<file path="src/rtl/uart_tx_arbiter.sv">
// Round-robin arbiter sharing one UART transmitter between the dump unit (ch0)
// and the command/response path (ch1), with per-frame grant locking.
module uart_tx_arbiter #(
    parameter int unsigned UART_DATA_SIZE = 8,
    parameter int unsigned GAP_CYCLES     = 2,
    parameter int unsigned LOCK_TIMEOUT   = 1024
) (
    input  logic                      i_clock,
    input  logic                      i_reset_n,
    input  logic [1:0]                i_valid,
    input  logic [UART_DATA_SIZE-1:0] i_data0,
    input  logic [UART_DATA_SIZE-1:0] i_data1,
    input  logic [1:0]                i_lock,
    input  logic                      i_tx_done,
    output logic [1:0]                o_ready,
    output logic [UART_DATA_SIZE-1:0] o_tx_data,
    output logic                      o_tx_start,
    output logic                      o_grant,
    output logic                      o_busy,
    output logic [1:0]                o_overrun,
    output logic                      o_lock_timeout
);

    localparam int unsigned GAP_W  = (GAP_CYCLES > 1) ? $clog2(GAP_CYCLES) : 1;
    localparam int unsigned LOCK_W = $clog2(LOCK_TIMEOUT + 1);

    typedef enum logic [1:0] {
        IDLE  = 2'd0,
        START = 2'd1,
        BUSY  = 2'd2,
        GAP   = 2'd3
    } state_t;

    state_t state_q, state_d;

    logic [1:0]                valid_d;
    logic [1:0]                pending;
    logic [1:0]                hlock;
    logic [UART_DATA_SIZE-1:0] hold0;
    logic [UART_DATA_SIZE-1:0] hold1;
    logic                      lock_vld;
    logic                      lock_owner;
    logic [GAP_W-1:0]          gap_cnt;
    logic [LOCK_W-1:0]         lock_cnt;

    logic [1:0] edge_c, clear_c, take_c, ovr_c;
    logic       done_c, pick_c, sel_c, gap_end_c, lock_run_c, lock_expire_c;

    // Capture, arbitration and lock-timeout decode plus next-state logic
    always_comb begin
        edge_c        = i_valid & ~valid_d;
        done_c        = (state_q == BUSY) && i_tx_done;
        clear_c       = 2'b00;
        if (done_c) begin
            clear_c = o_grant ? 2'b10 : 2'b01;
        end
        // A new edge on a slot being freed this cycle is accepted, not an overrun
        take_c        = edge_c & (~pending | clear_c);
        ovr_c         = edge_c & pending & ~clear_c;
        gap_end_c     = (32'(gap_cnt) == GAP_CYCLES - 32'd1);
        lock_run_c    = lock_vld && (state_q == IDLE) && !pending[lock_owner];
        lock_expire_c = lock_run_c && (32'(lock_cnt) == LOCK_TIMEOUT - 32'd1);

        pick_c = 1'b0;
        sel_c  = 1'b0;
        if (lock_vld) begin
            pick_c = pending[lock_owner];
            sel_c  = lock_owner;
        end else if (pending == 2'b11) begin
            pick_c = 1'b1;
            sel_c  = ~o_grant;
        end else begin
            pick_c = |pending;
            sel_c  = pending[1];
        end

        state_d = state_q;
        case (state_q)
            IDLE:    if (pick_c) state_d = START;
            START:   state_d = BUSY;
            BUSY:    if (i_tx_done) state_d = (GAP_CYCLES > 0) ? GAP : IDLE;
            GAP:     if (gap_end_c) state_d = IDLE;
            default: state_d = IDLE;
        endcase
    end

    always_ff @(posedge i_clock) begin
        if (!i_reset_n) begin
            state_q <= IDLE;
        end else begin
            state_q <= state_d;
        end
    end

    // Holding slots, lock tracking and registered outputs
    always_ff @(posedge i_clock) begin
        if (!i_reset_n) begin
            valid_d        <= 2'b00;
            pending        <= 2'b00;
            hlock          <= 2'b00;
            hold0          <= '0;
            hold1          <= '0;
            lock_vld       <= 1'b0;
            lock_owner     <= 1'b0;
            gap_cnt        <= '0;
            lock_cnt       <= '0;
            o_ready        <= 2'b11;
            o_tx_data      <= '0;
            o_tx_start     <= 1'b0;
            o_grant        <= 1'b0;
            o_busy         <= 1'b0;
            o_overrun      <= 2'b00;
            o_lock_timeout <= 1'b0;
        end else begin
            valid_d   <= i_valid;
            pending   <= (pending & ~clear_c) | take_c;
            hlock     <= (hlock & ~take_c) | (i_lock & take_c);
            o_overrun <= o_overrun | ovr_c;
            if (take_c[0]) hold0 <= i_data0;
            if (take_c[1]) hold1 <= i_data1;
            o_ready    <= ~pending;
            o_tx_start <= (state_d == START);
            o_busy     <= (state_d != IDLE);

            if ((state_q == IDLE) && pick_c) begin
                o_tx_data <= sel_c ? hold1 : hold0;
                o_grant   <= sel_c;
            end

            if (state_q == GAP) begin
                gap_cnt <= gap_cnt + GAP_W'(1);
            end else begin
                gap_cnt <= '0;
            end

            if (done_c) begin
                lock_vld   <= hlock[o_grant];
                lock_owner <= o_grant;
            end else if (lock_expire_c) begin
                lock_vld <= 1'b0;
            end

            if (!lock_run_c || lock_expire_c) begin
                lock_cnt <= '0;
            end else begin
                lock_cnt <= lock_cnt + LOCK_W'(1);
            end
            o_lock_timeout <= lock_expire_c;
        end
    end

endmodule

</file>
<file path="config.mk">
export PLATFORM = sky130hd
export DESIGN_NAME = uart_tx_arbiter
export DESIGN_NICKNAME = d
export VERILOG_FILES = /design/src/rtl/uart_tx_arbiter.sv
export SDC_FILE = /design/constraint.sdc
export NUM_CORES = 1
export LEC_CHECK = 0
export ABC_AREA = 1
export CAP_MARGIN = 0
export CORE_MARGIN = 1.5
export CORE_UTILIZATION = 35
export DETAILED_ROUTE_END_ITERATION = 12
export GPL_TIMING_DRIVEN = 0
export SLEW_MARGIN = 20
export SYNTH_ARGS = -nofsm -noshare
export SYNTH_HDL_FRONTEND = slang
export SYNTH_SLANG_ARGS = --single-unit
</file>
<file path="constraint.sdc">
create_clock -name i_clock -period 1.5 [get_ports i_clock]
set_input_delay 0.45 -clock i_clock [delete_from_list [all_inputs] [get_ports i_clock]]
set_output_delay 0.45 -clock i_clock [all_outputs]
set_load 0.005 [all_outputs]
</file>
### After elaboration in Yosys (flattened, before gate mapping)

Index checks and enable logic that the tools add are counted.

* bits in registers: 54
* output and inout port bits: 16

* add/sub/neg operators: 2
* magnitude comparators: 2
* mux-type cells: 17
* equality and inequality tests: 6
* reduce and logical (&&, ||, !) cells: 14
* bitwise logic cells: 17

Operators by type and width (count)
* AND 2 bit: 7
* adder 11 x 1 -> 11 bit, second input constant: 1
* == test 11 x 10 -> 1 bit, second input constant: 1
* 2-to-1 mux 1 bit: 10
* 2-to-1 mux 2 bit: 5
* 2-to-1 mux 8 bit: 1
* inverter 2 bit: 4
* bitwise OR 2 bit: 4
* one-hot mux 2 bit (4 select lines): 1
* == test 2 bit, second input constant: 3
* logical AND 1 bit: 5
* == test 2 x 1 -> 1 bit, second input constant: 2
* < comparator 1 x 2 -> 1 bit, second input constant: 2
* nonzero test 2 bit: 2
* OR reduction 2 bit: 2
* zero test 1 bit: 2
* zero test 2 bit: 1
* inverter 1 bit: 2
* AND reduction 2 bit: 1
* adder 1 bit, second input constant: 1
* logical OR 1 bit: 1

### Depth between registers and ports, before layout

Gate-level depths: netlist (run 1).

* depth after elaboration: 8
* gate-level depth with buffers: 9
* mapped depth without buffers: 9

### Worst setup path before layout (run 1)

OpenSTA, ideal clock, no wires.

* path type: register to register
* start: register lock_cnt[0]
* end: register lock_cnt[6]
* required time: 1.380 ns
* arrival time: 1.158 ns
* stages on the path, launching flop included: 7
* period minus slack after synthesis: 1.278 ns
* slack: 0.222 ns
* setup time: 0.120 ns
* cell sequence: dfxtp_1 -> ha_1 -> nand2_1 -> nor2_1 -> nand3_1 -> nand2_2 -> nor2_1

* cells in the longest elaborated chain, start to end: 4
* elaborated cells on any way between the ends: 5
* those cells by class: 1 x add/sub; 1 x eq/ne; 3 x reduce/logical

Ends and longest elaborated chain
* start, declared: RTL line 44 `logic [LOCK_W-1:0] lock_cnt;`
* start signal, assigned: RTL line 146 `lock_cnt <= lock_cnt + LOCK_W'(1);`
* parallel branches: the longest is 4 deep, another holds adder 11 x 1 -> 11 bit

Several ways; the timed one is not identified.
A chain may end at the register's enable or synchronous reset.

### Worst setup path in the final report (run 1)

* start: input i_tx_done
* end: register hold1[2]

* cells in the longest elaborated chain, start to end: 4

Ends and longest elaborated chain
* start, declared: RTL line 14 `input logic i_tx_done,`
* logical AND 1 bit: RTL line 52 `done_c = (state_q == BUSY) && i_tx_done;`
* 2-to-1 mux 2 bit: RTL line 54 `if (done_c) begin`
* bitwise OR 2 bit: RTL line 58 `take_c = edge_c & (~pending | clear_c);`
* AND 2 bit: RTL line 58
* end signal, assigned: RTL line 120 `if (take_c[1]) hold1 <= i_data1;`
* end, declared: RTL line 40 `logic [UART_DATA_SIZE-1:0] hold1;`

No other way between the ends.

==> impl_metrics.yaml, run 1 <==
status:
  outcome: "complete, no violations"
sta:
  clock_skew_ps: 8.47
  slew_viol_final: 0
  worst_pin_slew_ps: 473
  max_freq_mhz: 694
  setup_violations: 0
  relSlewSlack_pct: 68.5
  hold_viol_final: 0
  period_needed_ps: 1440
  final.period_utilization_pct: 96.1
  setup_ws_ps: 58.6
  final.setup.tns_ps: 0
  holdWs_ps: 446
synth:
  syn_nets: 327
  synth_seq_cells: 54
  syn-cell-area_um2: 2270
  synth_top_area_cell: "dfxtp_1"
  ys_seq_area_share_pct: 47.7
  synth_edf_count: 0
  yosys-top-cells-area: "dfxtp_1 (48%), nand2_1 (10%), a21oi_1 (6.6%)"
  yosysMostFrequentCell: "nand2_1"
  ys_types: 32
  synth_top_area_share_pct: 47.7
  synth_warnings: 0
  avgSynthCellArea_um2: 7.49
  synthFlopType: "dfxtp_1"
  netlist_instances: 303
  synth_common_cells: "nand2_1 (63), dfxtp_1 (54), nor2_1 (37), inv_1 (35), a21oi_1 (30)"
  async_flop_share_pct: 0
cells_and_area:
  multi_input_area_um2: 1000
  nNetsFinal: 374
  final-seq-area_um2: 1100
  layout-drive-gt1-share_pct: 14.8
  fill_cells: 681
  area_growth_pct: 26.9
  diodes: 0
  stdcell_count: 428
setup_path:
  slowest_delay_ps: 480
  worst-setup-path-type: "primary input to flop"
  cp_data_arrival_time_ps: 1680
  critPathBufInv: 3
  critPathRequiredTime_ps: 1740
  crit_fanout: 10
  worstPathCellList: "clkdlybuf4s50_1 > nand3_2 > inv_2 > nand2_2 > nand2_4 > buf_6 > a21oi_1 > nor2_1"
  end_kind: "flop"
  worst_setup_path_start_kind: "primary input"
  crit_family: "buffers and inverters"
  critPathSlowestCell: "clkdlybuf4s50_1"
global_route:
  grt_overflow: 0
  antenna_found_initial: 0
  grt_max_degree: 16
  grt_pass1_wl_um: 8140
  grt_use_total_pct: 14.4
  grt_pass1_vias: 1757
place:
  dpl.hpwl_um: 3530
  dp_cells: 417
  place_ws_ps: -326
  gp_congestion: 0.819
  numPortBuffers: 37
floorplanning:
  core_um2: 6310
  start_util_pct: 35.9
  die_w_um: 83.5
  dieArea_um2: 6970
  ioPinCount: 39
  num_rows: 29
  die_y_um: 83.5
min_path:
  hold_class: "flop to flop"
clocking:
  clock_latency_ps: 300
  cts_buffer_depth: 2
  hold_buffers: 0
  htree_levels: 2
  cts_sinks: 54
  tritoncts: "done"
  cts_made_buffers: 5
  cts-root-buf: "clkbuf_8"
  clkTransAtPathRegs_ps: 100
routing:
  ant_nets: 0
  drt_drc_violations_left: 0
  wl_met1_um: 2500
  vias: 1970
  dr.pass1.iters: 4
  via_per_inst: 4.60
  wl_um: 4930
  dr_wl_met2_um: 2210
  dr.max_layer_used: "met4"
  wire_per_inst_um: 11.5
  drtIter0Drc: 76
  met3_length_um: 203
power_and_ir_drop:
  vdd_drop_max_v: 0.000535
  p_leak_nw: 1.25
  power_mw: 3.13
  power_density_nw_per_um2: 1090
job:
  maxCapViolCount: 0
-- worst paths after layout --
path / from / to / slack [ps] / cells past startpoint
min: lock_cnt[0]$_SDFF_PP0_ / lock_cnt[0]$_SDFF_PP0_ / 450 / 1
max reg2reg: lock_cnt[0]$_SDFF_PP0_ / lock_vld$_SDFFE_PN0P_ / 170 / 6
max: i_tx_done / hold1[2]$_SDFFE_PN0P_ / 60 / 8
min reg2reg: lock_cnt[0]$_SDFF_PP0_ / lock_cnt[0]$_SDFF_PP0_ / 450 / 1
-- cells in the final DEF, fill, tap and decap left out, drive strengths merged --
cell / n
nand2: 69
dfxtp: 54
inv: 39
nor2: 37
a21oi: 31
nand3: 31
clkdlybuf4s50: 21
dlygate4sd2: 16
buf: 10
nand3b: 9
clkbuf: 9
o21ai: 6
nor3: 5
xor2: 4
and2: 1
xnor2: 1
clkinvlp: 1
a31oi: 1
o21bai: 1
mux2: 1
o211a: 1
nand4: 1
ha: 1
clkinv: 1
-- report_power, final --
part           internal [mW]  switching [mW]  total, mW
registers               1.57          0.0822       1.66
logic                  0.299           0.348      0.647
clock network          0.374           0.454      0.828
total                   2.25           0.885       3.13
-- kinds of logic after synthesis --
group	count (synthesis)	synth area share, %
muxes	1	0.496
DFF	54	47.7
buffers and inverters	50	9.32
adders and majority gates	1	0.551
and+or+nand+nor	152	30.5
xor gates and xnor gates	5	1.93
AOI/OAI and AO/OA	40	9.54
-- per-stage QoR --
stage | area (um^2) | utilization, %
after floorplan | 2270 | -
after global placement | 2740 | 43.3
after detailed placement | 2740 | 43.3
after CTS | 2840 | 44.9
after global routing | 2880 | 45.6
final | 2880 | 45.6
-- flip-flops by register name (all words and copies together), names as in the netlist, named ones only --
signal / flops
lock_cnt: 11
hold0: 8
hold1: 8
o_tx_data: 8
o_overrun: 2
o_ready: 2
pending: 2
state_q: 2
valid_d: 2
gap_cnt: 1
lock_owner: 1
lock_vld: 1
o_busy: 1
o_grant: 1
o_lock_timeout: 1
o_tx_start: 1
-- area by class of cell --
class,instances,share of cell area [%]
clock inverters,1,0.174
inverters,40,5.35
well taps,77,3.35
clock buffers,7,3.00
multi-input cells,200,34.8
repair buffers,39,12.7
flip-flops and latches,54,38.2
plain buffers,10,2.39
-- layer usage --
layer | vias up | global-route usage, %
li1 | 1053 | -
met1 | 877 | 19.9
met2 | 38 | 22.4
met3 | 2 | 3.86
met4 | 0 | 3.58
met5 | - | 0
-- repair_timing --
action,CTS,global route
cloned,0,1
endpoints found under the setup margin,23,29
gates resized for setup,31,10
setup buffers,1,1
pin swaps,0,1
Power figures use the tool's default switching activity.
==> inputs of run 2 (changes only) <==
- GPL_ROUTABILITY_DRIVEN: unset -> 0
- SKIP_LAST_GASP: unset -> 1
==> impl_metrics.yaml, run 2 (synthesized netlist as in run 1, its figures left out) <==
place:
  placed_area_um2: 2740
  place_ws_ps: -326
  numPortBuffers: 37
  dpl.hpwl_um: 3530
  dp_cells: 417
sta:
  relSlewSlack_pct: 68.5
  rsz0062_at_grt: "yes"
  slew_viol_final: 0
  max_freq_mhz: 691
  period_needed_ps: 1450
  setup_violations: 0
  final.setup.tns_ps: 0
  worst_pin_slew_ps: 473
  clock_skew_ps: 9.06
  setup_ws_ps: 52.2
  holdWs_ps: 446
  hold_viol_final: 0
  final.period_utilization_pct: 96.5
routing:
  drtIter0Drc: 78
  wl_um: 4910
  via_per_inst: 4.61
  drt_drc_violations_left: 0
  dr.pass1.iters: 5
  dr.max_layer_used: "met4"
  vias: 1971
  dr_wl_met2_um: 2200
  wire_per_inst_um: 11.5
  met3_length_um: 236
  wl_met1_um: 2450
  ant_nets: 0
setup_path:
  crit_fanout: 10
  reg2reg_to: "lock_vld$_SDFFE_PN0P_"
  cp_data_arrival_time_ps: 1680
  startpoint: "i_tx_done"
  reg2reg_depth: 6
  r2r_setup_slack_ps: 170
  reg2reg_from: "lock_cnt[0]$_SDFF_PP0_"
  worst_setup_path_start_kind: "primary input"
  worst-setup-path-type: "primary input to flop"
  end_kind: "flop"
  critPathRequiredTime_ps: 1740
  cp-endpoint: "hold1[2]$_SDFFE_PN0P_"
floorplanning:
  die_w_um: 83.5
  dieArea_um2: 6970
  ioPinCount: 39
  start_util_pct: 35.9
  num_rows: 29
  die_y_um: 83.5
  core_um2: 6310
clocking:
  cts_sinks: 54
  tritoncts: "done"
  htree_levels: 2
  clock_latency_ps: 300
  cts_made_buffers: 5
  clkTransAtPathRegs_ps: 100
  cts-root-buf: "clkbuf_8"
  cts_buffer_depth: 2
power_and_ir_drop:
  power_density_nw_per_um2: 1090
  power_mw: 3.13
  p_leak_nw: 1.25
  vdd_drop_max_v: 0.000535
global_route:
  grt_overflow: 0
  grt_pass1_vias: 1762
  grt_use_total_pct: 14.4
  grt_max_degree: 16
  grt_pass1_wl_um: 8160
  antenna_found_initial: 0
status:
  outcome: "complete, no violations"
job:
  maxCapViolCount: 0
cells_and_area:
  layout-drive-gt1-share_pct: 14.8
  layout_common_cells: "nand2_1 (62), dfxtp_1 (40), inv_1 (35), nor2_1 (35), a21oi_1 (30)"
  regMostFlops: "lock_cnt"
  layout_commonest_cell: "nand2_1"
  nNetsFinal: 374
  stdcell_count: 428
  diodes: 0
  design_area_um2: 2880
  utilization_pct: 45.6
  area_growth_pct: 26.9
  largest_reg_flops: 11
min_path:
  hold_class: "flop to flop"
  worstHoldStart: "lock_cnt[0]$_SDFF_PP0_"
==> run 2: cell counts in the layout (fill, tap and decap cells not counted) <==
Identical to the previous run, type by type.
==> run 2: layer usage <==
layer | vias up | track usage [%]
li1 | 1054 | -
met1 | 869 | 19.9
met2 | 46 | 22.5
met3 | 2 | 3.86
met4 | 0 | 3.58
met5 | - | 0
==> run 2: worst min path at each step <==
| stage | depth (start not counted) | end | slack (ps) |
|---|---|---|---|
| after global routing | 3 | hold1[0]$_SDFFE_PN0P_ | 470 |
| after CTS | 3 | hold1[0]$_SDFFE_PN0P_ | 470 |
| final | 1 | lock_cnt[0]$_SDFF_PP0_ | 450 |
| after detailed placement | 1 | o_ready[0]$_SDFF_PN1_ | 450 |
| after floorplan | 1 | o_ready[0]$_SDFF_PN1_ | 410 |
| after global placement | 1 | o_ready[0]$_SDFF_PN1_ | 440 |
==> run 2: final cells by class <==
class / instances / area, um^2
clock inverters: 1 / 5.00
inverters: 40 / 154
multi-input cells: 200 / 1000
repair buffers: 39 / 365
fillers: 681 / 3430
plain buffers: 10 / 68.8
flip-flops and latches: 54 / 1100
clock buffers: 7 / 86.3
well taps: 77 / 96.3
==> run 2: where the power goes <==
part	internal [mW]	switching, mW
Clock	0.374	0.455
Sequential	1.57	0.0820
Combinational	0.299	0.348
==> run 2: what timing repair did <==
action	in CTS	in global routing
buffers inserted	1	1
pin swaps	0	0
hold buffers	0	0
gates cloned	0	1
hold endpoints to repair	0	0
endpoints found under the setup margin	23	30
resized for setup	30	12
==> run 2: critical path, cell delays in order <==
cell and delay (ps):
clkdlybuf4s50_1 480, nand3_2 140, inv_2 100, nand2_2 100
nand2_4 110, buf_6 130, a21oi_1 70, nor2_1 100
